**src/rtl/jtag_pkg.sv**
```systemverilog
// Shared TAP definitions: 1149.1 state encoding, opcode constants and the IR capture pattern.
package jtag_pkg;

  typedef enum logic [3:0] {
    TAP_EX2DR   = 4'h0,
    TAP_EX1DR   = 4'h1,
    TAP_SHDR    = 4'h2,
    TAP_PAUSEDR = 4'h3,
    TAP_SELIR   = 4'h4,
    TAP_UPDDR   = 4'h5,
    TAP_CAPDR   = 4'h6,
    TAP_SELDR   = 4'h7,
    TAP_EX2IR   = 4'h8,
    TAP_EX1IR   = 4'h9,
    TAP_SHIR    = 4'hA,
    TAP_PAUSEIR = 4'hB,
    TAP_RTI     = 4'hC,
    TAP_UPDIR   = 4'hD,
    TAP_CAPIR   = 4'hE,
    TAP_TLR     = 4'hF
  } tap_state_t;

  localparam int unsigned IDCODE_WIDTH = 32;

  // Opcodes are truncated to IR_WIDTH at the point of use; BYPASS stays all ones.
  localparam logic [31:0] OP_EXTEST  = 32'h0000_0000;
  localparam logic [31:0] OP_SAMPLE  = 32'h0000_0001;
  localparam logic [31:0] OP_IDCODE  = 32'h0000_0002;
  localparam logic [31:0] OP_BYPASS  = 32'hFFFF_FFFF;
  localparam logic [31:0] IR_CAPTURE = 32'h0000_0001;

endpackage

```
**src/rtl/jtag_tap_fsm.sv**
```systemverilog
// 16-state TAP controller state machine, advanced by tms on rising tck.
module jtag_tap_fsm
  import jtag_pkg::*;
(
  input  logic       tck,
  input  logic       reset,
  input  logic       tms,
  output tap_state_t state
);

  tap_state_t state_q, state_d;

  always_comb begin
    state_d = state_q;
    case (state_q)
      TAP_TLR:     state_d = tms ? TAP_TLR     : TAP_RTI;
      TAP_RTI:     state_d = tms ? TAP_SELDR   : TAP_RTI;
      TAP_SELDR:   state_d = tms ? TAP_SELIR   : TAP_CAPDR;
      TAP_CAPDR:   state_d = tms ? TAP_EX1DR   : TAP_SHDR;
      TAP_SHDR:    state_d = tms ? TAP_EX1DR   : TAP_SHDR;
      TAP_EX1DR:   state_d = tms ? TAP_UPDDR   : TAP_PAUSEDR;
      TAP_PAUSEDR: state_d = tms ? TAP_EX2DR   : TAP_PAUSEDR;
      TAP_EX2DR:   state_d = tms ? TAP_UPDDR   : TAP_SHDR;
      TAP_UPDDR:   state_d = tms ? TAP_SELDR   : TAP_RTI;
      TAP_SELIR:   state_d = tms ? TAP_TLR     : TAP_CAPIR;
      TAP_CAPIR:   state_d = tms ? TAP_EX1IR   : TAP_SHIR;
      TAP_SHIR:    state_d = tms ? TAP_EX1IR   : TAP_SHIR;
      TAP_EX1IR:   state_d = tms ? TAP_UPDIR   : TAP_PAUSEIR;
      TAP_PAUSEIR: state_d = tms ? TAP_EX2IR   : TAP_PAUSEIR;
      TAP_EX2IR:   state_d = tms ? TAP_UPDIR   : TAP_SHIR;
      TAP_UPDIR:   state_d = tms ? TAP_SELDR   : TAP_RTI;
      default:     state_d = TAP_TLR;
    endcase
  end

  always_ff @(posedge tck or negedge reset) begin
    if (!reset) state_q <= TAP_TLR;
    else        state_q <= state_d;
  end

  assign state = state_q;

endmodule

```
**src/rtl/jtag_tap_controller.sv**
```systemverilog
// IEEE 1149.1 TAP controller driving a BC_1 boundary-scan chain.
// Optional IDCODE register enabled by defining JTAG_IDCODE_EN.
module jtag_tap_controller
  import jtag_pkg::*;
#(
  parameter int unsigned IR_WIDTH     = 4,
  parameter logic [31:0] IDCODE_VALUE = 32'h1000_0001
) (
  input  logic                tck,
  input  logic                reset,
  input  logic                tms,
  input  logic                tdi,
  output logic                tdo,
  output logic                tdo_en,
  input  logic                bsr_tdo,
  output logic                bsr_tdi,
  output logic                clk_dr,
  output logic                shift_dr,
  output logic                update_dr,
  output logic                mode,
  output logic                bsr_reset,
  output logic [IR_WIDTH-1:0] instruction
);

  localparam logic [IR_WIDTH-1:0] IR_EXTEST = IR_WIDTH'(OP_EXTEST);
  localparam logic [IR_WIDTH-1:0] IR_SAMPLE = IR_WIDTH'(OP_SAMPLE);
  localparam logic [IR_WIDTH-1:0] IR_BYPASS = IR_WIDTH'(OP_BYPASS);
`ifdef JTAG_IDCODE_EN
  localparam logic [IR_WIDTH-1:0] IR_IDCODE = IR_WIDTH'(OP_IDCODE);
  localparam logic [IR_WIDTH-1:0] IR_RESET  = IR_IDCODE;
`else
  localparam logic [IR_WIDTH-1:0] IR_RESET  = IR_BYPASS;
`endif

  if (IR_WIDTH < 2 || IDCODE_VALUE[0] != 1'b1) begin : g_bad_param
    $error("jtag_tap_controller: IR_WIDTH must be >= 2 and IDCODE_VALUE[0] must be 1");
  end

  // Unsupported opcodes collapse to BYPASS so downstream selection only sees legal values.
  function automatic logic [IR_WIDTH-1:0] decode_ir(input logic [IR_WIDTH-1:0] op);
    logic [IR_WIDTH-1:0] dec;
    dec = IR_BYPASS;
    if (op == IR_EXTEST || op == IR_SAMPLE) dec = op;
`ifdef JTAG_IDCODE_EN
    if (op == IR_IDCODE) dec = op;
`endif
    return dec;
  endfunction

  tap_state_t state;

  jtag_tap_fsm u_fsm (
    .tck   (tck),
    .reset (reset),
    .tms   (tms),
    .state (state)
  );

  logic [IR_WIDTH-1:0] ir_shift_q, ir_shift_d;
  logic [IR_WIDTH-1:0] ir_q, ir_d;
  logic                bypass_q, bypass_d;
  logic                tdo_q, tdo_d, tdo_en_q, tdo_en_d;
  logic                clk_dr_en_q, clk_dr_en_d;
  logic                shift_dr_q, shift_dr_d;
  logic                update_dr_q, update_dr_d;
  logic                mode_q, mode_d;
  logic                bsr_sel, idcode_sel, dr_lsb;

  assign bsr_sel = (ir_q == IR_EXTEST) || (ir_q == IR_SAMPLE);

`ifdef JTAG_IDCODE_EN
  logic [IDCODE_WIDTH-1:0] idcode_q, idcode_d;

  assign idcode_sel = (ir_q == IR_IDCODE);

  always_comb begin
    idcode_d = idcode_q;
    if (idcode_sel && state == TAP_CAPDR)     idcode_d = IDCODE_VALUE;
    else if (idcode_sel && state == TAP_SHDR) idcode_d = {tdi, idcode_q[IDCODE_WIDTH-1:1]};
  end

  always_ff @(posedge tck or negedge reset) begin
    if (!reset) idcode_q <= '0;
    else        idcode_q <= idcode_d;
  end
`else
  assign idcode_sel = 1'b0;
`endif

  always_comb begin
    dr_lsb = bsr_sel ? bsr_tdo : bypass_q;
`ifdef JTAG_IDCODE_EN
    if (idcode_sel) dr_lsb = idcode_q[0];
`endif
  end

  // Shift stages advance on rising tck.
  always_comb begin
    ir_shift_d = ir_shift_q;
    bypass_d   = bypass_q;
    if (state == TAP_CAPIR)     ir_shift_d = IR_WIDTH'(IR_CAPTURE);
    else if (state == TAP_SHIR) ir_shift_d = {tdi, ir_shift_q[IR_WIDTH-1:1]};
    if (!bsr_sel && !idcode_sel) begin
      if (state == TAP_CAPDR)     bypass_d = 1'b0;
      else if (state == TAP_SHDR) bypass_d = tdi;
    end
  end

  always_ff @(posedge tck or negedge reset) begin
    if (!reset) begin
      ir_shift_q <= '0;
      bypass_q   <= 1'b0;
    end else begin
      ir_shift_q <= ir_shift_d;
      bypass_q   <= bypass_d;
    end
  end

  // Falling-tck controls: outputs settle half a cycle before the next capturing edge.
  always_comb begin
    ir_d = ir_q;
    if (state == TAP_TLR)        ir_d = IR_RESET;
    else if (state == TAP_UPDIR) ir_d = decode_ir(ir_shift_q);
    tdo_d    = 1'b0;
    tdo_en_d = 1'b0;
    if (state == TAP_SHIR) begin
      tdo_d    = ir_shift_q[0];
      tdo_en_d = 1'b1;
    end else if (state == TAP_SHDR) begin
      tdo_d    = dr_lsb;
      tdo_en_d = 1'b1;
    end
    clk_dr_en_d = (state == TAP_CAPDR || state == TAP_SHDR) && bsr_sel;
    shift_dr_d  = (state == TAP_SHDR);
    update_dr_d = (state == TAP_UPDDR) && bsr_sel;
    mode_d      = (ir_d == IR_EXTEST);
  end

  always_ff @(negedge tck or negedge reset) begin
    if (!reset) begin
      ir_q        <= IR_RESET;
      tdo_q       <= 1'b0;
      tdo_en_q    <= 1'b0;
      clk_dr_en_q <= 1'b0;
      shift_dr_q  <= 1'b0;
      update_dr_q <= 1'b0;
      mode_q      <= 1'b0;
    end else begin
      ir_q        <= ir_d;
      tdo_q       <= tdo_d;
      tdo_en_q    <= tdo_en_d;
      clk_dr_en_q <= clk_dr_en_d;
      shift_dr_q  <= shift_dr_d;
      update_dr_q <= update_dr_d;
      mode_q      <= mode_d;
    end
  end

  // Enable only changes while tck is low, so the gated clock cannot glitch.
  assign clk_dr      = ~(tck & clk_dr_en_q);
  assign tdo         = tdo_q;
  assign tdo_en      = tdo_en_q;
  assign shift_dr    = shift_dr_q;
  assign update_dr   = update_dr_q;
  assign mode        = mode_q;
  assign instruction = ir_q;
  assign bsr_tdi     = tdi;
  assign bsr_reset   = reset & (state != TAP_TLR);

endmodule
```
**config.mk**
```make
export PLATFORM = sky130hd
export DESIGN_NAME = jtag_tap_controller
export DESIGN_NICKNAME = d
export VERILOG_FILES = /design/src/rtl/jtag_pkg.sv /design/src/rtl/jtag_tap_fsm.sv /design/src/rtl/jtag_tap_controller.sv
export SDC_FILE = /design/constraint.sdc
export NUM_CORES = 1
export LEC_CHECK = 0
export CORE_MARGIN = 5
export CORE_UTILIZATION = 52
export CTS_CLUSTER_DIAMETER = 120
export DETAILED_ROUTE_END_ITERATION = 8
export PLACE_DENSITY = 0.87
export SKIP_LAST_GASP = 1
export SYNTH_ARGS = -nofsm -noshare
export SYNTH_HDL_FRONTEND = slang
export SYNTH_HIERARCHICAL = 1
export SYNTH_SLANG_ARGS = --single-unit
```
**constraint.sdc**
```tcl
create_clock -name tck -period 4.6 [get_ports tck]
set_clock_uncertainty 0.05 [all_clocks]
set_input_delay 0.69 -clock tck [delete_from_list [all_inputs] [get_ports tck]]
set_output_delay 0.69 -clock tck [all_outputs]
set_load 0.01 [all_outputs]
```
## Word level (Yosys, flattened, before mapping)

Index checks and enable logic that the tools add are counted.

| operators by class | value |
|---|---|
| reductions and logical operators | 15 |
| eq/ne operators | 18 |
| bitwise gates (word level) | 4 |
| muxes and demuxes | 25 |

Operators with widths:

| cell | number |
|---|---|
| 4-bit case mux with 12 select lines | 1 |
| 4-bit == test, second input constant | 8 |
| 4-bit 2-to-1 mux | 6 |
| 4-bit by 3-bit == test with 1-bit output, second input constant | 4 |
| 4-bit logical NOT | 4 |
| 4-bit by 1-bit == test with 1-bit output, second input constant | 3 |
| 2-bit 2-to-1 mux | 6 |
| 3-bit 2-to-1 mux | 4 |
| 4-bit by 2-bit == test with 1-bit output, second input constant | 2 |
| 1-bit 2-to-1 mux | 8 |
| 4-bit inequality test, second input constant | 1 |
| 2-bit nonzero test | 2 |
| 2-bit OR reduction | 2 |
| 1-bit logical OR | 3 |
| 3-bit OR reduction | 1 |
| 1-bit AND | 2 |
| 1-bit logical AND | 2 |
| 1-bit inverter | 2 |
| 2-bit AND reduction | 1 |

| storage, ports and cells | value |
|---|---|
| output and inout port bits | 12 |
| input port bits | 5 |
| register bits after elaboration | 19 |

## Longest topological paths before layout

| logic depth | value |
|---|---|
| depth in word-level cells | 6 |
| depth in mapped cells | 4 |
| mapped depth without buffers | 3 |

## Cells and area by module

The synthesis kept the hierarchy.

Modules (own cells, without submodules):

| module | cells each | times used | sequential area each (µm²) | area each (µm²) |
|---|---|---|---|---|
| jtag_tap_controller | 59 | 1 | 380.4 | 646.9 |
| jtag_tap_fsm | 19 | 1 | 105.1 | 197.7 |

==> results_dict.tcl <==
set metrics [dict create \
    portBuffers 16 \
    synth_cell_type_count 30 \
    yosysWarnings 6 \
    drt_first_pass_iters 4 \
    syn_to_final_growth_pct 27.9 \
    drtIter0Drc 27 \
    n_antenna_cell 0 \
    drcViolationCount 0 \
    cp.required_ps 3860 \
    worstSetupPathType "reg2out" \
    rsz0062_at_grt "no" \
    final_util_pct 70.9 \
    grt_overflow_total 0 \
    synth_edf_count 0 \
    synth_fp_nets 83 \
    maxSlewHeadroom_pct 63.6 \
    totalNegativeSetupSlack_ps 0 \
    critPathArrivalTime_ps 3650 \
    nNetsFinal 109 \
    fp.dieW_um 50.3 \
    finalInstanceArea_mm2 0.00108 \
    place.detailed.hpwl_um 1180 \
    worst_pin_slew_ps 544 \
    syn_avg_cell_area_um2 10.8 \
    pin_count 17 \
    syn_area_um2 845 \
    cts_tree "done" \
    setup_viol 0 \
    initial_core_util_pct 55.4 \
    die_h_um 50.3 \
    wire_per_inst_um 15.0 \
    yosysTopAreaCell "dfstp_2" \
    cp_slowest_cell "clkdlybuf4s50_1" \
    powerDensity_mw_per_mm2 615 \
    ant_nets 0 \
    cp-end-kind "primary output" \
    peakVddDrop_v 0.000443 \
    grt_pass1_vias 673 \
    cts_hold_buffers 0 \
    synthCells 78 \
    drive_gt1_share_pct 18.4 \
    grt_max_degree 16 \
    crit_buf_inv 1 \
    grtUsageTotal_pct 16.2 \
    synthTopCellsByCount "nand2_1, dfstp_2, o21ai_0" \
    synth_seq_area_share_pct 57.5 \
    synth_top_area_share_pct 24.9 \
    yosysMostFrequentCell "nand2_1" \
    max_stage_delay_ps 530 \
    synth_area_leaders "dfstp_2, dfrtn_1, dfrtp_1" \
    coreArea_mm2 0.00152 \
    cp_top_family "buffers and inverters" \
    ctsResizeCount 2 \
    cp_cell_sequence "clkdlybuf4s50_1" \
    routed_wl_um 1790 \
    async_flop_share_pct 100 \
    ys_ff_latch 19 \
    placed_area_mm2 0.00102 \
    maxCapViolations 0 \
    power_w 0.000664 \
    maxSlewViolCount 0 \
    routed_via_density 5.63 \
    leakage_nw 0.469 \
    path_clk_slew_ps 100 \
    rows 14 \
    grt_pass1_wl_um 3000 \
    worstPathMaxFanout 1 \
    antenna_found_initial 0 \
    hp-class "reg2reg" \
    place_inst 109 \
    startpoint_type "flip-flop" \
    insertion_delay_ps 480 \
    vias 670 \
    hold_viol_final 0 \
    design.die.area_mm2 0.00253 \
    post_cts_buffers 0 \
    synthFlopType "dfstp_2" \
    fin_cells 119 \
    nFillCells 115 \
    routabilityCongestion 0.709 \
    outcome "complete, no violations" \
]
[logic make-up (layout without fill, tap and decap cells)]
kind of cell | count (synthesis) | count (layout) | synth area share, %
buffers and inverters | 5 | 30 | 3.11
AND/OR/NAND/NOR | 35 | 35 | 24.7
flip-flops | 19 | 19 | 57.5
AO/OA/AOI/OAI | 19 | 19 | 14.7
[flip-flops by register name, summed over array words and instances, names as in the netlist]
name / flops
tdo_en: 1
mode: 1
update_dr: 1
u_fsm/state: 4
clk_dr_en_q: 1
shift_dr: 1
instruction: 4
tdo: 1
bypass_q: 1
ir_shift_q: 4
[power by group]
group / leakage (nW) / switching, W / internal (W) / total, W
clock network: 0.0547 / 0.0000685 / 0.0000673 / 0.000136
registers: 0.232 / 0.0000797 / 0.000245 / 0.000325
logic: 0.182 / 0.0000976 / 0.000106 / 0.000204
[cells in the final DEF, fill, tap and decap left out, types with 2 or more instances in the layout]
cell,instances
nand2b_1,4
dfstp_2,8
dfrtn_1,6
nor2_1,7
a21oi_1,2
dlymetal6s2s_1,2
nand3b_1,2
inv_1,6
o21ai_0,8
clkbuf_4,6
nor3_1,3
dfrtp_1,5
dlygate4sd2_1,2
nand4_1,2
nand2_1,9
clkdlybuf4s50_1,12
[routing by layer]
| layer | up-vias | wire length [um] | global-route usage [%] | part of all wire [%] |
|---|---|---|---|---|
| li1 | 330 | - | - | - |
| met1 | 318 | 790 | 18.8 | 44 |
| met2 | 16 | 859 | 23.4 | 48 |
| met3 | 6 | 97 | 7.10 | 5.4 |
| met4 | 0 | 42 | 11.9 | 2.3 |
| met5 | - | 0 | 0 | 0 |
[metrics by stage]
step | hold WS [ps] | worst slack [ps]
after floorplan | 344 | 829
after global placement | 431 | 502
after detailed placement | 438 | 486
after CTS | 488 | 3.16
after global routing | 512 | 148
final | 488 | 213
[area by class of cell]
class                      instances  area [um^2]  share of cell area [%]
clock buffer                       8         58.8                    5.45
clock inverter                     4         15.0                    1.39
inverter                           2         7.51                   0.695
multi-input combinational         54          333                    30.8
sequential                        19          485                    45.0
tap                               16         20.0                    1.85
timing repair buffer              16          160                    14.8
[final timing paths]
kind,endpoint,startpoint,cells after the start,slack (ps)
setup / recovery,shift_dr,shift_dr,1,210
hold / removal,bypass_q,bypass_q,2,490
setup reg to reg,mode,u_fsm/state[3],3,780
hold reg to reg,bypass_q,bypass_q,2,490
max in group asynchronous,instruction[1],reset,1,1300
min in group asynchronous,ir_shift_q[0],reset,1,570
No activity file was read; power rests on OpenSTA's default activity.
==> patch (same flow settings) <==
Set the parameter `IR_WIDTH` to 5 (it was 4).
--- a/src/rtl/jtag_tap_controller.sv
+++ b/src/rtl/jtag_tap_controller.sv
@@ -4,5 +4,5 @@
   import jtag_pkg::*;
 #(
-  parameter int unsigned IR_WIDTH     = 4,
+  parameter int unsigned IR_WIDTH     = 5,
   parameter logic [31:0] IDCODE_VALUE = 32'h1000_0001
 ) (
Ports: changed (resized instruction); port bits go from 17 to 18. No check against the original RTL was run, so the function may have changed too.
==> patch against the unedited design <==
Worst setup slack got worse by 0.0023 ns. Non-clock buffer count increased by 2. Sequential cell count increased by 2. Sequential share of layout area decreased by 0.87 points. Synthesized area increased by 14%. Power increased by 17%. Global-route usage increased by 0.35 points. Wire length increased by 6.3%. Count of clock-buffer cells in the layout unchanged. Design area increased by 13%. Die area increased by 11%. Largest cell class unchanged.
==> patch: results (changes against the unedited design) <==
gr usage total=16.5% (+0.35 points); Top Family by Delay on Critical Path=buffers and inverters; RR Startpoint=u_fsm/state[3]; first-pass GRT wire length=3.27 mm (+9.0%); CP endpoint=tdo; most common library cells after synthesis=o21ai_0, nand2_1, dfstp_2, nor2_1; antenna violations before repair=0 (unchanged); ys async rst share=100% (unchanged); Hold WS=0.487 ns (-0.000908 ns); NetSw=0.000302 W (+23%); Worst Path Arrival=3.65 ns (about the same); pin count of the biggest net entering global routing=18 (+2); hold crit path type=reg2reg; diodes inserted=0 (unchanged); CTS clk-pin slew, worst paths=0.11 ns; vias per inst=5.36 (-4.8%); Initial DRC Count=20 (-26%); Netlist cell types=34 (+13%); HPWL Detailed=1.38 mm (+18%); Peak supply drop=0.402 mV (-9.2%); min-delay src=ir_shift_q[3]; Hold Path End=ir_shift_q[3]; Hold Path Cell Cnt=2 (unchanged); Slowest Stage Delay on Critical Path=0.53 ns (about the same); Synth Net Count=94 (+13%); Slew Viols, Final=0 (unchanged); crit path launch=tdo; fin nets=122 (+12%); number of global-route vias before repair=756 (+12%); register area share after synthesis=55.9% (-1.5 points); Post-Place Cell Area=0.00116 mm^2 (+14%); post-CTS setup buffers=0 (unchanged); Area contributors post-synth=dfstp_2, dfrtn_1, dfrtp_1; outcome=complete, no violations; drt wl/cell=13.5 um (-10%); fraction of layout cells with a size suffix above 1=19.8% (+1.4 points); RD Place Congestion=0.735 (+3.6%); R2R Path End=mode; total leakage power=0.505 nW (+7.7%); Synth Warn #=6 (unchanged); r2r setup slk=0.76 ns (-0.02 ns); FF-to-FF path depth=3 (unchanged); port bufs=17 (+1); Worst slew margin=58.0% (-5.6 points)
## patch: power groups by stage
stage | logic, W | registers [W] | clock network (W)
final | 0.000254 | 0.000379 | 0.000141
after global routing | 0.000286 | 0.000390 | 0.000160
after CTS | 0.000257 | 0.000376 | 0.000148
after detailed placement | 0.000267 | 0.000380 | 0.00000816
after global placement | 0.000260 | 0.000370 | 0.00000816
after floorplan | 0.000187 | 0.000353 | 0.00000812
## patch: stage by stage
stage                     total power [W]  std cells  setup slack [ns]  utilization, %
after CTS                        0.000780        141             0.192            69.7
after global placement           0.000638        130             0.491            66.5
after floorplan                  0.000549         89             0.827               -
final                            0.000774        141             0.211            69.7
after global routing             0.000837        141             0.143            69.7
after detailed placement         0.000655        130             0.466            66.5
## patch: worst reg2reg max path, delay by kind of cell, from the launching register on
family,cells,cell delay [ns]
and+or+nand+nor,2,0.43
AOI/OAI and AO/OA,1,0.20
DFF,1,0.73
## patch: logic make-up after synthesis
logic type      Yosys count  synth area share, %
compound gates           19                 12.1
buf+inv                   4                 2.09
flops                    21                 55.9
simple gates             45                 29.9
## patch: layout make-up
type | count | area (um^2)
multi-input combinational | 64 | 403
tap | 25 | 31.3
clock inverter | 5 | 18.8
sequential | 21 | 537
fill | 133 | 528
timing repair buffer | 18 | 169
clock buffer | 8 | 58.8
## patch: per-layer routing
metal	share of wire (%)	global-route usage (%)	up-vias
met5	0	0	-
met4	1.5	12.3	0
met3	4.1	5.35	3
met2	48	24.4	18
met1	46	19.8	358
li1	-	-	377
## patch: timing repair
action | in CTS | in global routing
endpoints found under the setup margin | 5 | 0
hold endpoints to repair | 0 | 0
resized for setup | 5 | 0
